===== config.mk =====
export PLATFORM = sky130hd
export DESIGN_NAME = sd_cmd_sched_flat
export DESIGN_NICKNAME = d
export VERILOG_FILES = /design/src/rtl/sd_cmd_sched_if.sv /design/src/rtl/sd_cmd_sched.sv /design/src/flat_wrapper.sv
export SDC_FILE = /design/constraint.sdc
export NUM_CORES = 1
export LEC_CHECK = 0
export BUFFER_PORTS_ARGS = -buffer_cell sky130_fd_sc_hd__buf_2
export CAP_MARGIN = 0
export CORE_ASPECT_RATIO = 0.7
export CORE_UTILIZATION = 46
export CTS_BUF_LIST = sky130_fd_sc_hd__clkbuf_4 sky130_fd_sc_hd__clkbuf_8
export DETAILED_ROUTE_END_ITERATION = 16
export GPL_TIMING_DRIVEN = 0
export HOLD_SLACK_MARGIN = 0.02
export PLACE_DENSITY = 0.79
export SETUP_SLACK_MARGIN = 0.15
export SLEW_MARGIN = 5
export SYNTH_ARGS = -nofsm -noshare
export SYNTH_HDL_FRONTEND = slang
export SYNTH_SLANG_ARGS = --single-unit

===== constraint.sdc =====
create_clock -name clk_i -period 1.4 [get_ports clk_i]
set_input_delay 0.14 -clock clk_i [delete_from_list [all_inputs] [get_ports clk_i]]
set_output_delay 0.14 -clock clk_i [all_outputs]
set_load 0.01 [all_outputs]

===== src/rtl/sd_cmd_sched_if.sv =====
// Bus bundle for sd_cmd_sched: per-source request slots, the issue/result
// channel to cmd_logic, and the per-source status pulses.
// Handshake: cmd_valid_o rises in ISSUE and holds with stable cmd/arg/rsp_type
// until sampled together with cmd_ready_i on a rising edge; it is never
// withdrawn. result_valid_i and timeout_error_i are unhandshaked one-cycle
// strobes that only count while the scheduler waits for a result.
interface sd_cmd_sched_if #(
  parameter int NumSrc = 2
);
  localparam int SrcW = (NumSrc > 1) ? $clog2(NumSrc) : 1;

  logic [NumSrc-1:0]         req_valid_i;
  logic [NumSrc-1:0][5:0]    req_cmd_i;
  logic [NumSrc-1:0][31:0]   req_arg_i;
  logic [NumSrc-1:0][1:0]    req_rsp_type_i;
  logic [NumSrc-1:0]         req_drop_o;
  logic [NumSrc-1:0]         inhibit_o;
  logic [NumSrc-1:0]         done_o;
  logic [NumSrc-1:0]         aborted_o;
  logic [3:0]                err_o;
  logic [119:0]              rsp_o;
  logic [SrcW-1:0]           rsp_src_o;
  logic [5:0]                cmd_o;
  logic [31:0]               arg_o;
  logic [1:0]                rsp_type_o;
  logic                      cmd_valid_o;
  logic                      cmd_ready_i;
  logic                      result_valid_i;
  logic [119:0]              rsp_i;
  logic                      end_bit_error_i;
  logic                      crc_error_i;
  logic                      index_error_i;
  logic                      timeout_error_i;
  logic [1:0]                state_dbg;

  modport slave (
    input  req_valid_i, req_cmd_i, req_arg_i, req_rsp_type_i,
    input  cmd_ready_i, result_valid_i, rsp_i,
    input  end_bit_error_i, crc_error_i, index_error_i, timeout_error_i,
    output req_drop_o, inhibit_o, done_o, aborted_o, err_o, rsp_o, rsp_src_o,
    output cmd_o, arg_o, rsp_type_o, cmd_valid_o, state_dbg
  );

  modport master (
    output req_valid_i, req_cmd_i, req_arg_i, req_rsp_type_i,
    output cmd_ready_i, result_valid_i, rsp_i,
    output end_bit_error_i, crc_error_i, index_error_i, timeout_error_i,
    input  req_drop_o, inhibit_o, done_o, aborted_o, err_o, rsp_o, rsp_src_o,
    input  cmd_o, arg_o, rsp_type_o, cmd_valid_o, state_dbg
  );
endinterface


===== src/rtl/sd_cmd_sched.sv =====
// Multi-source SD command scheduler: per-source request slots, fixed
// priority issue (index 0 first), result routing and abort-on-failure.
// Optional macro SDHCI_CMD_RETRY_EN: a lone CRC error re-issues the same
// command up to MaxRetries times before it is reported as a failure.
module sd_cmd_sched #(
  parameter int NumSrc     = 2,
  parameter int MaxRetries = 2
) (
  input  logic           clk_i,
  input  logic           rst_ni,
  sd_cmd_sched_if.slave  bus
);
  localparam int SrcW = (NumSrc > 1) ? $clog2(NumSrc) : 1;

  typedef enum logic [1:0] {S_IDLE = 2'd0, S_ISSUE = 2'd1, S_WAIT = 2'd2} state_e;

  if (NumSrc < 1 || NumSrc > 8 || MaxRetries < 0) begin : g_bad_param
    $error("sd_cmd_sched: NumSrc must be 1..8 and MaxRetries >= 0");
  end

  state_e                  state_q, state_d;
  logic [NumSrc-1:0]       pend_q;
  logic [NumSrc-1:0][5:0]  slot_cmd_q;
  logic [NumSrc-1:0][31:0] slot_arg_q;
  logic [NumSrc-1:0][1:0]  slot_typ_q;
  logic [SrcW-1:0]         cur_q;
  logic [5:0]              cmd_q;
  logic [31:0]             arg_q;
  logic [1:0]              typ_q;
  logic [NumSrc-1:0]       done_q, aborted_q, drop_q;
  logic [NumSrc-1:0]       done_d, inhibit;
  logic [3:0]              err_q, errs;
  logic [119:0]            rsp_q;
  logic [SrcW-1:0]         rsp_src_q;
  logic [SrcW-1:0]         pick_idx;
  logic                    any_pend, cpl_q, res, take, finish, fail, retry;

  // Error vector in err_o bit order; a result is any strobe while waiting.
  assign errs     = {bus.end_bit_error_i, bus.crc_error_i, bus.index_error_i, bus.timeout_error_i};
  assign res      = (state_q == S_WAIT) && (bus.result_valid_i || bus.timeout_error_i);
  assign any_pend = |pend_q;
  // A completion pulse is in flight; holding IDLE one extra cycle keeps the
  // status pulse and the next issue apart.
  assign cpl_q    = |done_q;
  assign take     = (state_q == S_IDLE) && any_pend && !cpl_q;
  assign finish   = res && !retry;
  assign fail     = finish && (|errs);

`ifdef SDHCI_CMD_RETRY_EN
  localparam int RetryW = (MaxRetries < 1) ? 1 : $clog2(MaxRetries + 1);
  logic [RetryW-1:0] retry_q;

  assign retry = res && (errs == 4'b0100) && (retry_q < RetryW'(MaxRetries));

  // Attempt counter: cleared when a command is taken, bumped per retry.
  always_ff @(posedge clk_i or negedge rst_ni) begin
    if (!rst_ni)    retry_q <= '0;
    else if (take)  retry_q <= '0;
    else if (retry) retry_q <= retry_q + 1'b1;
  end
`else
  assign retry = 1'b0;
`endif

  // Lowest pending index wins.
  always_comb begin
    pick_idx = '0;
    for (int i = NumSrc - 1; i >= 0; i--) begin
      if (pend_q[i]) pick_idx = SrcW'(i);
    end
  end

  // State register.
  always_ff @(posedge clk_i or negedge rst_ni) begin
    if (!rst_ni) state_q <= S_IDLE;
    else         state_q <= state_d;
  end

  // Next-state logic.
  always_comb begin
    state_d = state_q;
    case (state_q)
      S_IDLE:  if (take) state_d = S_ISSUE;
      S_ISSUE: if (bus.cmd_ready_i) state_d = S_WAIT;
      S_WAIT:  if (res) state_d = retry ? S_ISSUE : S_IDLE;
      default: state_d = S_IDLE;
    endcase
  end

  // Combinational outputs: per-source inhibit and completion one-hot.
  always_comb begin
    inhibit = '0;
    done_d  = '0;
    for (int i = 0; i < NumSrc; i++) begin
      inhibit[i] = pend_q[i] || ((state_q != S_IDLE) && (cur_q == SrcW'(i)));
      done_d[i]  = finish && (cur_q == SrcW'(i));
    end
  end

  // Request slots: load when clear, release on take or on a failure abort.
  // A strobe in the failure cycle lands in a clear slot and survives.
  always_ff @(posedge clk_i or negedge rst_ni) begin
    if (!rst_ni) begin
      pend_q     <= '0;
      slot_cmd_q <= '0;
      slot_arg_q <= '0;
      slot_typ_q <= '0;
    end else begin
      for (int i = 0; i < NumSrc; i++) begin
        if (bus.req_valid_i[i] && !pend_q[i]) begin
          pend_q[i]     <= 1'b1;
          slot_cmd_q[i] <= bus.req_cmd_i[i];
          slot_arg_q[i] <= bus.req_arg_i[i];
          slot_typ_q[i] <= bus.req_rsp_type_i[i];
        end else if ((take && (pick_idx == SrcW'(i))) || fail) begin
          pend_q[i] <= 1'b0;
        end
      end
    end
  end

  // Issue register: the taken slot is copied so the slot can refill while
  // its command is in flight.
  always_ff @(posedge clk_i or negedge rst_ni) begin
    if (!rst_ni) begin
      cur_q <= '0;
      cmd_q <= '0;
      arg_q <= '0;
      typ_q <= '0;
    end else if (take) begin
      cur_q <= pick_idx;
      cmd_q <= slot_cmd_q[pick_idx];
      arg_q <= slot_arg_q[pick_idx];
      typ_q <= slot_typ_q[pick_idx];
    end
  end

  // Status pulses and completion record (response held until the next one).
  always_ff @(posedge clk_i or negedge rst_ni) begin
    if (!rst_ni) begin
      done_q    <= '0;
      aborted_q <= '0;
      drop_q    <= '0;
      err_q     <= '0;
      rsp_q     <= '0;
      rsp_src_q <= '0;
    end else begin
      done_q    <= done_d;
      aborted_q <= fail ? pend_q : '0;
      drop_q    <= bus.req_valid_i & pend_q;
      if (finish) begin
        err_q     <= errs;
        rsp_q     <= bus.rsp_i;
        rsp_src_q <= cur_q;
      end
    end
  end

  assign bus.cmd_valid_o = (state_q == S_ISSUE);
  assign bus.cmd_o       = cmd_q;
  assign bus.arg_o       = arg_q;
  assign bus.rsp_type_o  = typ_q;
  assign bus.inhibit_o   = inhibit;
  assign bus.done_o      = done_q;
  assign bus.aborted_o   = aborted_q;
  assign bus.req_drop_o  = drop_q;
  assign bus.err_o       = err_q;
  assign bus.rsp_o       = rsp_q;
  assign bus.rsp_src_o   = rsp_src_q;
  assign bus.state_dbg   = state_q;
endmodule


===== src/flat_wrapper.sv =====
// flat-port wrapper written by rule: the top's interface ports become plain ports
module sd_cmd_sched_flat 
#(
  parameter int NumSrc     = 2,
  parameter int MaxRetries = 2
)
  (clk_i, rst_ni, bus_req_valid_i, bus_req_cmd_i, bus_req_arg_i, bus_req_rsp_type_i, bus_cmd_ready_i, bus_result_valid_i, bus_rsp_i, bus_end_bit_error_i, bus_crc_error_i, bus_index_error_i, bus_timeout_error_i, bus_req_drop_o, bus_inhibit_o, bus_done_o, bus_aborted_o, bus_err_o, bus_rsp_o, bus_rsp_src_o, bus_cmd_o, bus_arg_o, bus_rsp_type_o, bus_cmd_valid_o, bus_state_dbg);
  sd_cmd_sched_if #(.NumSrc(NumSrc)) bus_i ();
  input  logic clk_i;
  input  logic rst_ni;
  input wire logic [$bits(bus_i.req_valid_i)-1:0] bus_req_valid_i;
  input wire logic [$bits(bus_i.req_cmd_i)-1:0] bus_req_cmd_i;
  input wire logic [$bits(bus_i.req_arg_i)-1:0] bus_req_arg_i;
  input wire logic [$bits(bus_i.req_rsp_type_i)-1:0] bus_req_rsp_type_i;
  input wire logic [$bits(bus_i.cmd_ready_i)-1:0] bus_cmd_ready_i;
  input wire logic [$bits(bus_i.result_valid_i)-1:0] bus_result_valid_i;
  input wire logic [$bits(bus_i.rsp_i)-1:0] bus_rsp_i;
  input wire logic [$bits(bus_i.end_bit_error_i)-1:0] bus_end_bit_error_i;
  input wire logic [$bits(bus_i.crc_error_i)-1:0] bus_crc_error_i;
  input wire logic [$bits(bus_i.index_error_i)-1:0] bus_index_error_i;
  input wire logic [$bits(bus_i.timeout_error_i)-1:0] bus_timeout_error_i;
  output wire logic [$bits(bus_i.req_drop_o)-1:0] bus_req_drop_o;
  output wire logic [$bits(bus_i.inhibit_o)-1:0] bus_inhibit_o;
  output wire logic [$bits(bus_i.done_o)-1:0] bus_done_o;
  output wire logic [$bits(bus_i.aborted_o)-1:0] bus_aborted_o;
  output wire logic [$bits(bus_i.err_o)-1:0] bus_err_o;
  output wire logic [$bits(bus_i.rsp_o)-1:0] bus_rsp_o;
  output wire logic [$bits(bus_i.rsp_src_o)-1:0] bus_rsp_src_o;
  output wire logic [$bits(bus_i.cmd_o)-1:0] bus_cmd_o;
  output wire logic [$bits(bus_i.arg_o)-1:0] bus_arg_o;
  output wire logic [$bits(bus_i.rsp_type_o)-1:0] bus_rsp_type_o;
  output wire logic [$bits(bus_i.cmd_valid_o)-1:0] bus_cmd_valid_o;
  output wire logic [$bits(bus_i.state_dbg)-1:0] bus_state_dbg;
  assign bus_i.req_valid_i = bus_req_valid_i;
  assign bus_i.req_cmd_i = bus_req_cmd_i;
  assign bus_i.req_arg_i = bus_req_arg_i;
  assign bus_i.req_rsp_type_i = bus_req_rsp_type_i;
  assign bus_i.cmd_ready_i = bus_cmd_ready_i;
  assign bus_i.result_valid_i = bus_result_valid_i;
  assign bus_i.rsp_i = bus_rsp_i;
  assign bus_i.end_bit_error_i = bus_end_bit_error_i;
  assign bus_i.crc_error_i = bus_crc_error_i;
  assign bus_i.index_error_i = bus_index_error_i;
  assign bus_i.timeout_error_i = bus_timeout_error_i;
  assign bus_req_drop_o = bus_i.req_drop_o;
  assign bus_inhibit_o = bus_i.inhibit_o;
  assign bus_done_o = bus_i.done_o;
  assign bus_aborted_o = bus_i.aborted_o;
  assign bus_err_o = bus_i.err_o;
  assign bus_rsp_o = bus_i.rsp_o;
  assign bus_rsp_src_o = bus_i.rsp_src_o;
  assign bus_cmd_o = bus_i.cmd_o;
  assign bus_arg_o = bus_i.arg_o;
  assign bus_rsp_type_o = bus_i.rsp_type_o;
  assign bus_cmd_valid_o = bus_i.cmd_valid_o;
  assign bus_state_dbg = bus_i.state_dbg;
  sd_cmd_sched #(.NumSrc(NumSrc), .MaxRetries(MaxRetries)) u_core (.clk_i(clk_i), .rst_ni(rst_ni), .bus(bus_i));
endmodule

# Yosys cells after proc, flatten, opt, wreduce, memory -nomap -nowiden

Index checks and enable logic that the tools add are counted.
W data, S select, Z words.

Bitwise gates (word level): 3
$lt $le $gt $ge: 1
Reduce and logical (&&, ||, !) cells: 28
Equality and inequality tests: 5
Multiplexer cells: 17

Operators with widths:

| cell                 | number |
|---|---|
| $mux W32             | 2 |
| $logic_and A1 B1 Y1  | 12 |
| $mux W2              | 6 |
| $mux W6              | 2 |
| $mux W1              | 6 |
| $pmux W2 S3          | 1 |
| $reduce_bool A2 Y1   | 3 |
| $logic_or A1 B1 Y1   | 5 |
| $ne A2 B1 Y1 const B | 2 |
| $reduce_or A2 Y1     | 2 |
| $reduce_or A4 Y1     | 1 |
| $logic_not A1 Y1     | 3 |
| $reduce_and A3 Y1    | 1 |
| $and A2 B2 Y2        | 1 |
| $eq A2 B1 Y1 const B | 1 |
| $eq A2 B2 Y1 const B | 1 |
| $logic_not A2 Y1     | 1 |
| $lt A1 B2 Y1 const B | 1 |
| $ne A2 B2 Y1 const B | 1 |
| $not A1 Y1           | 2 |

Input port bits: 210
Word-level logic and storage cells: 73
Output and inout port bits: 176
Register bits: 256

# Longest topological paths before layout

Depth in word-level cells: 7
Gate-level depth with buffers: 5
Gate-level depth less buffers: 3

# Worst setup path after synthesis

Ideal clock, no wire load.

Path type: register to register
Start: reg u_core.state_q[0], in the netlist u_core.bus.state_dbg[0]
End: reg u_core.rsp_q[24], in the netlist u_core.bus.rsp_o[24]
Data arrival time: 1.473 ns
Slack: -0.198 ns
Stages on the path, launching flop included: 6
Setup time: 0.125 ns
Data required time: 1.275 ns
Buffers on the path: 2
Clock period less this slack: 1.598 ns
Cell sequence: dfrtp_1 > nand2b_1 > nor2_4 > buf_6 > buf_6 > mux2_2

Word-level cells in the longest chain between the ends: 2

Ends and longest elaborated chain:

| item                     | line                | text |
|---|---|---|
| start: declaration       | sd_cmd_sched.sv:21  | `state_e state_q, state_d;` |
| start signal: assignment | sd_cmd_sched.sv:76  | `else state_q <= state_d;` |
| $eq A2 B2 Y1             | sd_cmd_sched.sv:40  | `assign res = (state_q == S_WAIT) && (bus.result_valid_i \|\| bus.timeout_error_i);` |
| $logic_and A1 B1 Y1      | sd_cmd_sched.sv:40  |  |
| end signal: assignment   | sd_cmd_sched.sv:153 | `rsp_q <= bus.rsp_i;` |
| end: declaration         | sd_cmd_sched.sv:33  | `logic [119:0] rsp_q;` |

No other way between the ends.
A chain may end at the register's enable or synchronous reset.

# Worst setup path in the final report

Start: reg u_core.pend_q[0]
End: reg u_core.arg_q[25], in the netlist u_core.bus.arg_o[25]

Word-level cells in the longest chain between the ends: 3
Elaborated cells on any way between the ends: 6
Those cells by class: mux (3); reduce/logical (3)

Ends and longest elaborated chain:

| item                                                                                | line                                    | text |
|---|---|---|
| start: declaration                                                                  | sd_cmd_sched.sv:22                      | `logic [NumSrc-1:0] pend_q;` |
| start signal: assignment                                                            | sd_cmd_sched.sv:104                     | `pend_q <= '0;` |
| start signal: indexed assignment                                                    | sd_cmd_sched.sv:111                     | `pend_q[i] <= 1'b1;` |
| start signal: indexed assignment                                                    | sd_cmd_sched.sv:116                     | `pend_q[i] <= 1'b0;` |
| $mux W1 or $reduce_or A2 Y1 (tied branches)                                         | sd_cmd_sched.sv:69, sd_cmd_sched.sv:41  |  |
| $mux W32 (not written as such) or $logic_and A1 B1 Y1 (tied branches) (2 in series) | sd_cmd_sched.sv:133, sd_cmd_sched.sv:45 |  |
| end signal: assignment                                                              | sd_cmd_sched.sv:133                     | `arg_q <= slot_arg_q[pick_idx];` |
| end: declaration                                                                    | sd_cmd_sched.sv:28                      | `logic [31:0] arg_q;` |

Several ways; a longest one is shown, not always the timed one. The select of a mux whose other input is x is not followed.

==> results.cfg <==
[status]
status = finished, violations left
violations = negative setup slack

[synth]
synth_top_area_share_pct = 62.6
synth_cell_types = 25
synthMuxAreaShare_pct = 22.4
synthTopCellsByArea = dfrtp_1, mux2_2, a32oi_1
synth_top_area_cell = dfrtp_1
synth_cells = 708
synth_top_family_by_area = multiplexers
ys_seq_area_share_pct = 62.6
synth_warnings = 0
synth-seq-cells = 256
synthXorXnorAreaFrac_pct = 0
synth_common_cells = dfrtp_1, mux2_2, nand3_1
synth-simple-area-share_pct = 8.12
synth_compound_area_share_pct = 4.09
synth.avg_cell_area_um2 = 14.5
synthAdderAreaFrac_pct = 0
netlist_area_um2 = 10200
synth_edf_count = 0
ys_async_sr_fraction_pct = 100
synthesis.nets = 918
synth_flop_cell = dfrtp_1
yosysMostFrequentCell = dfrtp_1

[power]
power_frac_seq_pct = 30.3
power_density_nw_per_um2 = 2440
p_comb_share_pct = 55.0
switching_share_pct = 38.4
ir_drop_mv = 1.39
power_leakage_nw = 9.50
intPower_mw = 28.8
clkPwrFrac_pct = 14.6
p_sw_mw = 18.0

[job]
maxCapViolCount = 0

[sta]
setup_viol = 252
fin_setup_tns_ns = -47.95
tightestPinTransition_ns = 0.626
setup_ws_ns = -0.339
final_max_slew_viol_count = 0
period_minus_slack_ns = 1.74
fmax_mhz = 575
grt_setup_unrepaired = yes
relSlewSlack_pct = 58.3
whs_ns = 0.0771
hold_violations = 0
finClkSkew_ns = 0.0411
finalCritPeriodShare_pct = 124

[clocking]
clk_path_buf_depth = 3
root_buffer = clkbuf_8
cts.htree.levels = 2
clk-insertion-delay-late_ns = 0.56
tritoncts = yes
cts_sinks = 256
numCtsBuffers = 39
clk_pin_slew_ns = 0.08

[grt]
grt_max_degree = 115
antenna_found_initial = 2
grt_pass1_vias = 10000
overflow = 0
grt_use_total_pct = 33.2
grt_pass1_wl_um = 58100

[layout]
drive_above_1_share_pct = 62.5
nNetsFinal = 1689
n_fill_cell = 846
multi_input_area_um2 = 4860
register_area_um2 = 6410
syn_to_final_growth_pct = 87.9
stdcell_count = 1792

[floorplanning]
die_y_um = 127
io_pins = 386
rows = 45
core_area_um2 = 21700
die_area_um2 = 22900
die_width_um = 180
initial_core_util_pct = 47.1

[critical_path]
crit_arrival_ns = 2.15
path_delay_family = buffers and inverters
crit_path_start_kind = flip-flop
crit_fanout = 10
worstPathRequired_ns = 1.81
critPathKind = flip-flop to flip-flop
cp.buffers_inverters = 3
critPathSlowestCell = a32oi_1
crit_path_cell_trace = clkbuf_8 > buf_4 > buf_1 > a32oi_1 > nand3_2
max_stage_delay_ns = 0.47
end_kind = flip-flop

[placed_design]
dp_cells = 1377
place_congestion = 0.828
io_buffer_count = 385
hpwl_um = 21200
place_ws_ns = -0.470

[routing]
wirelength_um = 48800
drtIter0Drc = 847
vias = 10300
drc = 0
route.met3.wl_um = 4100
post_drt_wl_per_cell_um = 27.2
ant_nets = 0
top_layer_used = met4
dr.pass1.iters = 5
drt-vias-per-instance = 5.77
drt-met1-wl_um = 17600
routed-wl-met2_um = 24100

[hold_path]
min_path_type = primary input to asynchronous set/reset pin
[per-layer routing]
| metal | vias up | GRT usage, % |
|---|---|---|
| met2 | 791 | 56.7 |
| li1 | 4150 | - |
| met5 | - | 0 |
| met1 | 5182 | 41.2 |
| met4 | 0 | 12.2 |
| met3 | 220 | 8.10 |
[cells in the final DEF (no fill, tap or decap), drive strengths merged, types with 3 or more instances in the layout]
cell / Yosys / final
nand3: 45 / 45
clkinv: 0 / 5
clkinvlp: 0 / 3
clkbuf: 19 / 97
a32oi: 40 / 40
dfrtp: 256 / 256
buf: 35 / 539
mux2: 204 / 204
nand2: 42 / 42
o21bai: 3 / 3
nand4b: 35 / 35
dlygate4sd3: 0 / 209
nor2b: 5 / 5
nor2: 4 / 4
and2: 5 / 5
[cells by family after synthesis]
family | after synthesis
flip-flops | 256
AND/OR/NAND/NOR | 143
AO/OA/AOI/OAI | 50
multiplexers | 204
buffers and inverters | 55
[power by group through the flow]
stage / sequential, mW / combinational (mW) / clock [mW]
after floorplan: 14.3 / 7.71 / 0
after global placement: 13.3 / 13.6 / 0
after detailed placement: 13.5 / 14.2 / 0
after CTS: 13.4 / 17.9 / 6.64
after global routing: 14.4 / 26.6 / 7.16
final: 14.2 / 25.8 / 6.85
[sequential cells by signal, summed over array words and instances, names as in the netlist, 4 cells and up]
name	count
u_core.slot_typ_q	4
u_core.slot_cmd_q	12
u_core.slot_arg_q	64
u_core.bus.cmd_o	6
u_core.bus.arg_o	32
u_core.bus.rsp_o	120
u_core.bus.err_o	4
[worst paths after layout]
check                      slack [ns]                       to  cells after the start                 start
hold reg to reg                  0.51     u_core.bus.rsp_o[31]                      1  u_core.bus.rsp_o[31]
min in group clk_i               0.25         u_core.pend_q[0]                      4   bus_timeout_error_i
max in group asynchronous        0.35  u_core.bus.state_dbg[1]                      3                rst_ni
hold / removal                   0.08      u_core.bus.arg_o[9]                      2                rst_ni
setup reg to reg                -0.34     u_core.bus.arg_o[25]                      5      u_core.pend_q[0]
setup / recovery                -0.34     u_core.bus.arg_o[25]                      5      u_core.pend_q[0]
[metrics by stage]
step | instance area (um^2) | util (%) | power [mW]
6_report | 19200 | 88.5 | 46.9
3_5_place_dp | 12800 | 59.1 | 27.7
5_1_grt | 19200 | 88.5 | 48.2
4_1_cts | 17100 | 78.7 | 37.9
2_1_floorplan | 10500 | - | 22.0
3_3_place_gp | 12800 | 58.8 | 26.9
[timing repair]
action	4_1_cts	5_1_grt
pin swaps	3	42
setup endpoints to repair	282	323
gates resized for setup	132	352
cloned	14	15
buffers inserted	49	57
hold endpoints to repair	465	0
hold buffers	209	0
[layout make-up]
type                    instances  area share (%)
repair buffers                730            31.3
clock inverters                 9           0.293
inverters                       1          0.0195
flip-flops and latches        256            33.3
plain buffers                  54            3.87
diodes                          2          0.0260
multi-input cells             397            25.3
clock buffers                  61            4.04
well taps                     282            1.83
(Power assumes the default switching activity.)
